### src/rtl/mips_pkg.sv
// Shared MIPS control constants: opcodes, functs, ALU codes, FSM states.
// Used by both the multicycle controller and the single-cycle core.
package mips_pkg;

  localparam logic [5:0] OP_RTYPE = 6'b000000;
  localparam logic [5:0] OP_LW    = 6'b100011;
  localparam logic [5:0] OP_SW    = 6'b101011;
  localparam logic [5:0] OP_BEQ   = 6'b000100;
  localparam logic [5:0] OP_ADDI  = 6'b001000;
  localparam logic [5:0] OP_J     = 6'b000010;

  localparam logic [5:0] FN_ADD = 6'b100000;
  localparam logic [5:0] FN_SUB = 6'b100010;
  localparam logic [5:0] FN_AND = 6'b100100;
  localparam logic [5:0] FN_OR  = 6'b100101;
  localparam logic [5:0] FN_SLT = 6'b101010;

  localparam logic [2:0] ALU_ADD = 3'b010;
  localparam logic [2:0] ALU_SUB = 3'b110;
  localparam logic [2:0] ALU_AND = 3'b000;
  localparam logic [2:0] ALU_OR  = 3'b001;
  localparam logic [2:0] ALU_SLT = 3'b111;

  typedef enum logic [1:0] {
    AOP_ADD = 2'b00,
    AOP_SUB = 2'b01,
    AOP_FN  = 2'b10,
    AOP_RSV = 2'b11
  } aluop_e;

  typedef enum logic [3:0] {
    S_FETCH   = 4'd0,
    S_DECODE  = 4'd1,
    S_MEMADR  = 4'd2,
    S_MEMRD   = 4'd3,
    S_MEMWB   = 4'd4,
    S_MEMWR   = 4'd5,
    S_EXECUTE = 4'd6,
    S_ALUWB   = 4'd7,
    S_BRANCH  = 4'd8,
    S_ADDIEX  = 4'd9,
    S_ADDIWB  = 4'd10,
    S_JUMP    = 4'd11
  } state_e;

  function automatic logic funct_ok(logic [5:0] f);
    return (f == FN_ADD) || (f == FN_SUB) ||
           (f == FN_AND) || (f == FN_OR) ||
           (f == FN_SLT);
  endfunction

endpackage

### src/rtl/mips_multicycle_ctrl_if.sv
// Datapath <-> controller bundle: instruction fields and flags in,
// selects, strobes and debug state out.
interface mips_multicycle_ctrl_if #(
  parameter int STATE_W = 4
);
  logic [5:0]         op;
  logic [5:0]         funct;
  logic               zero;
  logic               mem_ready;
  logic               pcen;
  logic               irwrite;
  logic               memwrite;
  logic               regwrite;
  logic               iord;
  logic               memtoreg;
  logic               regdst;
  logic               alusrca;
  logic [1:0]         alusrcb;
  logic [1:0]         pcsrc;
  logic [2:0]         alucontrol;
  logic               illegal;
  logic [STATE_W-1:0] state;

  modport master (
    output op, funct, zero, mem_ready,
    input  pcen, irwrite, memwrite, regwrite,
    input  iord, memtoreg, regdst, alusrca,
    input  alusrcb, pcsrc, alucontrol,
    input  illegal, state
  );

  modport slave (
    input  op, funct, zero, mem_ready,
    output pcen, irwrite, memwrite, regwrite,
    output iord, memtoreg, regdst, alusrca,
    output alusrcb, pcsrc, alucontrol,
    output illegal, state
  );
endinterface

### src/rtl/mips_aludec.sv
// ALU decoder: aluop + funct -> 3-bit ALU control.
// Shared with the single-cycle core.
module mips_aludec
  import mips_pkg::*;
(
  input  aluop_e     aluop_i,
  input  logic [5:0] funct_i,
  output logic [2:0] alucontrol_o
);

  always_comb begin
    alucontrol_o = ALU_ADD;
    unique case (aluop_i)
      AOP_ADD: alucontrol_o = ALU_ADD;
      AOP_SUB: alucontrol_o = ALU_SUB;
      AOP_FN: begin
        unique case (1'b1)
          funct_i == FN_ADD: alucontrol_o = ALU_ADD;
          funct_i == FN_SUB: alucontrol_o = ALU_SUB;
          funct_i == FN_AND: alucontrol_o = ALU_AND;
          funct_i == FN_OR:  alucontrol_o = ALU_OR;
          funct_i == FN_SLT: alucontrol_o = ALU_SLT;
          default:           alucontrol_o = ALU_ADD;
        endcase
      end
      default: alucontrol_o = ALU_ADD;
    endcase
  end

endmodule

### src/rtl/mips_multicycle_ctrl.sv
// Multicycle MIPS control FSM: sequences the shared-memory datapath
// for lw/sw/R-type/beq/addi/j with a memory-ready handshake.
module mips_multicycle_ctrl
  import mips_pkg::*;
#(
  parameter int STATE_W     = 4,
  parameter bit MEM_WAIT_EN = 1'b1
) (
  input logic                   clk,
  input logic                   reset,
  mips_multicycle_ctrl_if.slave bus
);

  logic [STATE_W-1:0] state_q;
  logic [STATE_W-1:0] state_d;
  logic [3:0]         cs;
  state_e             nxt;

  logic   mem_rdy;
  logic   is_mem, is_r, is_beq, is_addi, is_j, dec_ok;
  logic   pcwrite, branch;
  logic   irwrite, memwrite, regwrite, iord;
  logic   memtoreg, regdst, alusrca, illegal;
  logic [1:0] alusrcb, pcsrc;
  aluop_e aluop;
  logic [2:0] aluc;

  assign mem_rdy = MEM_WAIT_EN ? bus.mem_ready : 1'b1;

  assign is_mem  = (bus.op == OP_LW) || (bus.op == OP_SW);
  assign is_r    = (bus.op == OP_RTYPE) && funct_ok(bus.funct);
  assign is_beq  = (bus.op == OP_BEQ);
  assign is_addi = (bus.op == OP_ADDI);
  assign is_j    = (bus.op == OP_J);
  assign dec_ok  = is_mem | is_r | is_beq | is_addi | is_j;

  // Wide state registers map any high-bit pattern onto an unused code.
  assign cs = ((state_q >> 4) == '0) ? state_q[3:0] : 4'hF;

  always_ff @(posedge clk) begin
    if (!reset) state_q <= '0;
    else        state_q <= state_d;
  end

  always_comb begin
    nxt = S_FETCH;
    case (cs)
      S_FETCH:   nxt = mem_rdy ? S_DECODE : S_FETCH;
      S_DECODE: begin
        unique case (1'b1)
          is_mem:  nxt = S_MEMADR;
          is_r:    nxt = S_EXECUTE;
          is_beq:  nxt = S_BRANCH;
          is_addi: nxt = S_ADDIEX;
          is_j:    nxt = S_JUMP;
          default: nxt = S_FETCH;
        endcase
      end
      S_MEMADR:  nxt = (bus.op == OP_SW) ? S_MEMWR : S_MEMRD;
      S_MEMRD:   nxt = mem_rdy ? S_MEMWB : S_MEMRD;
      S_MEMWR:   nxt = mem_rdy ? S_FETCH : S_MEMWR;
      S_EXECUTE: nxt = S_ALUWB;
      S_ADDIEX:  nxt = S_ADDIWB;
      default:   nxt = S_FETCH;
    endcase
    state_d = STATE_W'(nxt);
  end

  always_comb begin
    pcwrite  = 1'b0;
    branch   = 1'b0;
    irwrite  = 1'b0;
    memwrite = 1'b0;
    regwrite = 1'b0;
    iord     = 1'b0;
    memtoreg = 1'b0;
    regdst   = 1'b0;
    alusrca  = 1'b0;
    alusrcb  = 2'b00;
    pcsrc    = 2'b00;
    aluop    = AOP_ADD;
    illegal  = 1'b0;
    case (cs)
      S_FETCH: begin
        alusrcb = 2'b01;
        irwrite = mem_rdy;
        pcwrite = mem_rdy;
      end
      S_DECODE: begin
        alusrcb = 2'b11;
        illegal = ~dec_ok;
      end
      S_MEMADR: begin
        alusrca = 1'b1;
        alusrcb = 2'b10;
      end
      S_MEMRD: iord = 1'b1;
      S_MEMWB: begin
        memtoreg = 1'b1;
        regwrite = 1'b1;
      end
      S_MEMWR: begin
        iord     = 1'b1;
        memwrite = 1'b1;
      end
      S_EXECUTE: begin
        alusrca = 1'b1;
        aluop   = AOP_FN;
      end
      S_ALUWB: begin
        regdst   = 1'b1;
        regwrite = 1'b1;
      end
      S_BRANCH: begin
        alusrca = 1'b1;
        aluop   = AOP_SUB;
        pcsrc   = 2'b01;
        branch  = 1'b1;
      end
      S_ADDIEX: begin
        alusrca = 1'b1;
        alusrcb = 2'b10;
      end
      S_ADDIWB: regwrite = 1'b1;
      S_JUMP: begin
        pcsrc   = 2'b10;
        pcwrite = 1'b1;
      end
      default: ;
    endcase
    // Reset silences everything immediately, even mid-access.
    if (!reset) begin
      pcwrite  = 1'b0;
      branch   = 1'b0;
      irwrite  = 1'b0;
      memwrite = 1'b0;
      regwrite = 1'b0;
      iord     = 1'b0;
      memtoreg = 1'b0;
      regdst   = 1'b0;
      alusrca  = 1'b0;
      alusrcb  = 2'b00;
      pcsrc    = 2'b00;
      aluop    = AOP_ADD;
      illegal  = 1'b0;
    end
  end

  mips_aludec u_aludec (
    .aluop_i      (aluop),
    .funct_i      (bus.funct),
    .alucontrol_o (aluc)
  );

  assign bus.pcen       = pcwrite | (branch & bus.zero);
  assign bus.irwrite    = irwrite;
  assign bus.memwrite   = memwrite;
  assign bus.regwrite   = regwrite;
  assign bus.iord       = iord;
  assign bus.memtoreg   = memtoreg;
  assign bus.regdst     = regdst;
  assign bus.alusrca    = alusrca;
  assign bus.alusrcb    = alusrcb;
  assign bus.pcsrc      = pcsrc;
  assign bus.alucontrol = aluc;
  assign bus.illegal    = illegal;
  assign bus.state      = state_q;

endmodule

### src/flat_wrapper.sv
// flat-port wrapper written by rule: the top's interface ports become plain ports
module mips_multicycle_ctrl_flat import mips_pkg::*;
#(
  parameter int STATE_W     = 4,
  parameter bit MEM_WAIT_EN = 1'b1
)
  (clk, reset, bus_op, bus_funct, bus_zero, bus_mem_ready, bus_pcen, bus_irwrite, bus_memwrite, bus_regwrite, bus_iord, bus_memtoreg, bus_regdst, bus_alusrca, bus_alusrcb, bus_pcsrc, bus_alucontrol, bus_illegal, bus_state);
  mips_multicycle_ctrl_if #(.STATE_W(STATE_W)) bus_i ();
  input logic clk;
  input logic reset;
  input wire logic [$bits(bus_i.op)-1:0] bus_op;
  input wire logic [$bits(bus_i.funct)-1:0] bus_funct;
  input wire logic [$bits(bus_i.zero)-1:0] bus_zero;
  input wire logic [$bits(bus_i.mem_ready)-1:0] bus_mem_ready;
  output wire logic [$bits(bus_i.pcen)-1:0] bus_pcen;
  output wire logic [$bits(bus_i.irwrite)-1:0] bus_irwrite;
  output wire logic [$bits(bus_i.memwrite)-1:0] bus_memwrite;
  output wire logic [$bits(bus_i.regwrite)-1:0] bus_regwrite;
  output wire logic [$bits(bus_i.iord)-1:0] bus_iord;
  output wire logic [$bits(bus_i.memtoreg)-1:0] bus_memtoreg;
  output wire logic [$bits(bus_i.regdst)-1:0] bus_regdst;
  output wire logic [$bits(bus_i.alusrca)-1:0] bus_alusrca;
  output wire logic [$bits(bus_i.alusrcb)-1:0] bus_alusrcb;
  output wire logic [$bits(bus_i.pcsrc)-1:0] bus_pcsrc;
  output wire logic [$bits(bus_i.alucontrol)-1:0] bus_alucontrol;
  output wire logic [$bits(bus_i.illegal)-1:0] bus_illegal;
  output wire logic [$bits(bus_i.state)-1:0] bus_state;
  assign bus_i.op = bus_op;
  assign bus_i.funct = bus_funct;
  assign bus_i.zero = bus_zero;
  assign bus_i.mem_ready = bus_mem_ready;
  assign bus_pcen = bus_i.pcen;
  assign bus_irwrite = bus_i.irwrite;
  assign bus_memwrite = bus_i.memwrite;
  assign bus_regwrite = bus_i.regwrite;
  assign bus_iord = bus_i.iord;
  assign bus_memtoreg = bus_i.memtoreg;
  assign bus_regdst = bus_i.regdst;
  assign bus_alusrca = bus_i.alusrca;
  assign bus_alusrcb = bus_i.alusrcb;
  assign bus_pcsrc = bus_i.pcsrc;
  assign bus_alucontrol = bus_i.alucontrol;
  assign bus_illegal = bus_i.illegal;
  assign bus_state = bus_i.state;
  mips_multicycle_ctrl #(.STATE_W(STATE_W), .MEM_WAIT_EN(MEM_WAIT_EN)) u_core (.clk(clk), .reset(reset), .bus(bus_i));
endmodule
### config.mk
export PLATFORM = sky130hd
export DESIGN_NAME = mips_multicycle_ctrl_flat
export DESIGN_NICKNAME = d
export VERILOG_FILES = /design/src/rtl/mips_pkg.sv /design/src/rtl/mips_multicycle_ctrl_if.sv /design/src/rtl/mips_aludec.sv /design/src/rtl/mips_multicycle_ctrl.sv /design/src/flat_wrapper.sv
export SDC_FILE = /design/constraint.sdc
export NUM_CORES = 1
export LEC_CHECK = 0
export ABC_AREA = 1
export CORE_MARGIN = 5
export CORE_UTILIZATION = 35
export CTS_CLUSTER_SIZE = 16
export DETAILED_ROUTE_END_ITERATION = 10
export DONT_BUFFER_PORTS = 1
export PLACE_DENSITY = 0.6
export SLEW_MARGIN = 40
export SYNTH_ARGS = -nofsm -noshare
export SYNTH_HDL_FRONTEND = slang
export SYNTH_SLANG_ARGS = --single-unit
### constraint.sdc
create_clock -name clk -period 2.55 [get_ports clk]
set_clock_uncertainty 0.15 [all_clocks]
set_input_delay 0.6375 -clock clk [delete_from_list [all_inputs] [get_ports clk]]
set_output_delay 0.6375 -clock clk [all_outputs]
set_load 0.02 [all_outputs]
# After elaboration in Yosys (flattened, before gate mapping)
# Index checks and enable logic that the tools add are counted.
# word_totals
reg_bits	4
in_bits	16
out_inout_bits	20
wordCells	77
# op_classes
n_eq_ne	23
n_mux	34
bitwise_logic	7
reduce_logical	12
# ops
op	n
equality test 6 bit, second input constant	7
one-hot mux 4 bit (7 select lines)	1
two-way mux 1 bit	20
one-hot mux 4 bit (5 select lines)	1
equality test 4 x 3 -> 1 bit, second input constant	4
equality test 4 bit, second input constant	4
one-hot mux 3 bit (4 select lines)	1
two-way mux 3 bit	3
equality test 4 x 2 -> 1 bit, second input constant	2
one-hot mux 2 bit (2 select lines)	2
equality test 6 x 2 -> 1 bit, second input constant	1
equality test 6 x 3 -> 1 bit, second input constant	1
equality test 6 x 4 -> 1 bit, second input constant	1
zero test 6 bit	1
two-way mux 2 bit	3
one-hot mux 2 bit (3 select lines)	1
one-hot mux 3 bit (2 select lines)	1
logical OR 1 bit	5
OR 1 bit	5
equality test 4 x 1 -> 1 bit, second input constant	1
zero test 4 bit	1
OR reduction 2 bit	2
OR reduction 4 bit	1
OR reduction 3 bit	1
6 further kinds	6

# Logic depth before layout (Yosys ltp)
# depth
depth_word	13
ltp_mapped	10
mapped_depth_nobuf	10

# Cells and area by module
# A second synthesis with hierarchy kept.
# hier_totals
cells_unflattened	138
hier_area_um2	681.9
# by_module_without_submodules
module	n_inst	cells_each	area_each_um2	seq_area_each_um2
mips_multicycle_ctrl	1	108	535.5	80.1
mips_aludec	1	30	146.4	0.0

# Worst setup path after synthesis
# No wires, ideal clock.
# synth_path
kind	input-to-output
start	in reset
end	out bus_alucontrol[0]
arrival_ns	1.942
required_time_ns	1.762
setup_slack_ns	-0.180
cell_stages	5
path_buffers	1
path_cell_list	inv_1 -> clkbuf_1 -> nor2_1 -> ha_1 -> nor3_1
# synth_between
elab_chain_len	3
elab_cells_between_ends	4
classes_between	eq/ne (2); mux (2)
# synth_rtl
item	line	text
start, declared	flat_wrapper.sv:10	input logic reset;
two-way mux 2 bit *	mips_multicycle_ctrl.sv:132	if (!reset) begin
equality test 2 bit / equality test 2 x 1 -> 1 bit (equally long branches)	mips_aludec.sv:13	unique case (aluop_i)
one-hot mux 3 bit (2 select lines) *	mips_aludec.sv:13	
end, declared	flat_wrapper.sv:25	output wire logic [$bits(bus_i.alucontrol)-1:0] bus_alucontrol;
# Every way passes the cells marked *; elsewhere a longest branch is shown, timed or not.

# Worst setup path after layout
# layout_path
start	reg u_core.state_q[3] (netlist: u_core.bus.state[3])
end	out bus_alucontrol[1]
# layout_between
elab_chain_len	5
elab_cells_between_ends	7
classes_between	eq/ne (4); mux (3)
# layout_rtl
item	line	text
start, declared	mips_multicycle_ctrl.sv:14	logic [STATE_W-1:0] state_q;
start signal, assigned	mips_multicycle_ctrl.sv:42	else state_q <= state_d;
equality test 4 bit / equality test 4 x 3 -> 1 bit (equally long branches)	mips_multicycle_ctrl.sv:83	case (cs)
one-hot mux 2 bit (2 select lines) *	mips_multicycle_ctrl.sv:83	
two-way mux 2 bit *	mips_multicycle_ctrl.sv:132	
equality test 2 bit / equality test 2 x 1 -> 1 bit (equally long branches)	mips_aludec.sv:13	
one-hot mux 3 bit (2 select lines) *	mips_aludec.sv:13	
# Marked as above.

==> impl_summary.md <==
Final layout
Cells with a size suffix above 1 make up 38.8% of the layout. The flip-flop count of the largest register, all copies and words added is 4. 0 antenna diodes ended up in the layout. In the layout the commonest cells are buf_4 (27), nor2_1 (25), nand2_1 (19), inv_1 (18), nand3_1 (8). Leaving out fill and tap cells, the most frequent cell in the layout is buf_4.

The number of nets in the finished design is 172. Relative to the synthesized area, the layout overhead comes to 50.2%.

Detailed routing
The number of routed nets with antenna violations is 0. The routed length per placed instance is 12.8 um. The number of remaining DRC errors is 0. The met3 wire length is 174 um. The uppermost signal routing layer after detailed routing is met4. The total length of routed met2 wires is 1270 um. The met1 layer wirelength in the final routing is 788 um. The routed layout has 906 vias.

The number of DRC markers after the initial detailed-route iteration is 20. The routed design has 2260 um of wire. The first-pass iteration count of the detailed router is 4. The via density per instance is 5.12.

Floorplanning
The overall die width is 53.8 um. The floorplan step defined a core boundary enclosing 0.00178 sq mm. In this run the vertical extent of the chip is 53.8 um. The die area is 0.00289 sq mm. The initial core utilization is 37.6%.

The I/O pin count is 36. After floorplanning, the core was divided into 15 placement rows.

Logic synthesis
The net count after synthesis is 141. The total number of yosys warnings is 0. The unique cell type count in the Yosys netlist is 26.

The synthesized instance count is 123. The total standard cell area after synthesis is 671 sq um. The register bit total from synthesis is 4. The sequential area share after synthesis is 11.9%. The mean post-synth cell area is 5.45 sq um.

Worst setup path
The critical path crosses 11 cells after its start point. The required time of the critical path is 1760 ps. Among cell families on the critical path, the largest total delay comes from flip-flops. The critical path launch point type is a register. The setup slack of the most critical reg-to-reg path is 1000 ps.

The critical path goes through inv_4, nand2_4, nor2_4, inv_2, nor2_4, inv_1, ha_1, a31o_4, nor2_1, o21ai_1, buf_4. The critical path in this run is classified as register to primary output. The arrival time of the worst setup path is 1700 ps.

For this run, the slowest stage of the critical path takes 350 ps. The number of cells on the worst reg-to-reg path is 8. Among the stages of the critical path, the cell type that occurs most often is nor2_4. In this run the worst path has a maximum fanout of 4.

The number of buffer and inverter stages on the critical path is 4. On the critical path, the stage with the largest delay is an instance of dfxtp_4. STA classifies the critical path endpoint as a primary output.

Power and ir drop
Power spread over the standard cell area amounts to 208 mW/mm^2. The total power draw is 210 uW. For this design the static power due to leakage is 0.487 nW. The worst-case vdd ir drop is 0.115 mV.

Clock tree
Hold repair after CTS inserted 0 buffers. Clock-pin slew was measured on the worst setup and hold paths at 40 ps. The number of clock sinks is 4. The CTS tree is yes. For the worst-skew pair, the clock arrives at the later sink with an insertion delay of 240 ps. Buffers inserted during clock tree synthesis total 3. No sink is reached through more buffers than the 2 on the longest clock path. The tree is rooted in a clkbuf_4.

The level count of the clock H-tree is 1.

STA
The share of the cycle needed by the critical path after routing is 97.7%. The final count of pins violating max slew is 0. The post-layout minimum cycle time is 2490 ps. The highest clock frequency the design can meet is 401 MHz. The tightest slew margin relative to the limit is 73.2%. For the pin with the worst max-slew slack, the measured transition is 401 ps.

The number of endpoints with negative hold slack in the final report is 0. Setup violations remaining at the end of the flow were counted as 0. In the final timing run, aggregate negative setup slack is 0 ps.

The final worst slack is 59.1 ps.

Worst hold path
The path category of the worst min-delay check is input port to register. Along the worst hold path, the cell count comes to 2.

Placed design
The number of port buffers is 0. The half-perimeter wire length after detailed placement is 1760 um. Before CTS, the worst setup slack after placement is 89.1 ps. At the end of routability-driven placement, the weighted congestion stood at 0.837.

Flow run
The max-capacitance violation count is 0.

Global routing
The number of global-route vias before repair is 833. The total overflow reported by the global router is 0. For this run, the total global-route usage over all layers was measured as 15.4%.

The wire length of the first global-routing pass is 3350 um. The number of antenna violations at the first check in global routing is 0. The pin count of the biggest net entering global routing is 14.

Run status
The run finished with clean final reports.
[stage by stage]
step	cell area, sq um	std cells	hold slack (ps)	utilization (%)
2_1_floorplan	677	123	585	-
3_3_place_gp	868	169	566	48.7
3_5_place_dp	868	169	577	48.7
4_1_cts	928	175	362	52.1
5_1_grt	1010	177	384	56.5
6_report	1010	177	356	56.5
[power breakdown]
group	internal, mW	total [mW]	leakage, nW	switching [mW]
clock	0.0530	0.0836	0.0138	0.0307
sequential	0.0621	0.0649	0.0352	0.00277
combinational	0.0222	0.0614	0.438	0.0392
total	0.137	0.210	0.487	0.0726
[cell usage after synthesis (all sizes together)]
| cell type | number | area (sq um) |
|---|---|---|
| nor2 | 33 | 139 |
| inv | 23 | 88.8 |
| nand2 | 23 | 91.3 |
| nand3 | 10 | 60.1 |
| nor3 | 6 | 35.0 |
| a21oi | 5 | 25.0 |
| dfxtp | 4 | 80.1 |
| nand4 | 4 | 25.0 |
| o21ai | 3 | 15.0 |
| a211oi | 2 | 15.0 |
| ha | 2 | 25.0 |
| or2 | 2 | 15.0 |
| a221oi | 1 | 8.76 |
| a31o | 1 | 8.76 |
| a31oi | 1 | 6.26 |
| clkbuf | 1 | 3.75 |
| nor4 | 1 | 21.3 |
| o31ai | 1 | 7.51 |
[final timing paths]
| path | startpoint | to |
|---|---|---|
| max | u_core.bus.state[3] | bus_alucontrol[1] |
| min | reset | u_core.bus.state[1] |
| max reg2reg | u_core.bus.state[3] | u_core.bus.state[2] |
| min reg2reg | u_core.bus.state[2] | u_core.bus.state[2] |
[routing by layer]
metal / GRT usage [%] / vias to the layer above
met1: 15.8 / 412
met3: 3.88 / 4
li1: - / 457
met2: 30.2 / 33
met4: 3.83 / 0
met5: 0 / -
[final cells by class]
type | count | area, sq um
tap | 25 | 31.3
fill | 191 | 776
timing repair buffer | 27 | 203
sequential | 4 | 92.6
inverter | 23 | 93.8
multi-input combinational | 95 | 564
clock buffer | 3 | 22.5
[repair_timing]
item	CTS	global route
setup endpoints to repair	3	3
resized for setup	9	16
buffers inserted	3	2
pin swaps	2	3
[kinds of logic after synthesis]
kind of cell	count (synthesis)	synth area share, %
AO/OA/AOI/OAI	14	12.9
adder cells (fa/ha/maj)	2	3.73
buffers and inverters	24	13.8
flip-flops	4	11.9
AND/OR/NAND/NOR	79	57.6
No activity file was read; power rests on OpenSTA's default activity.
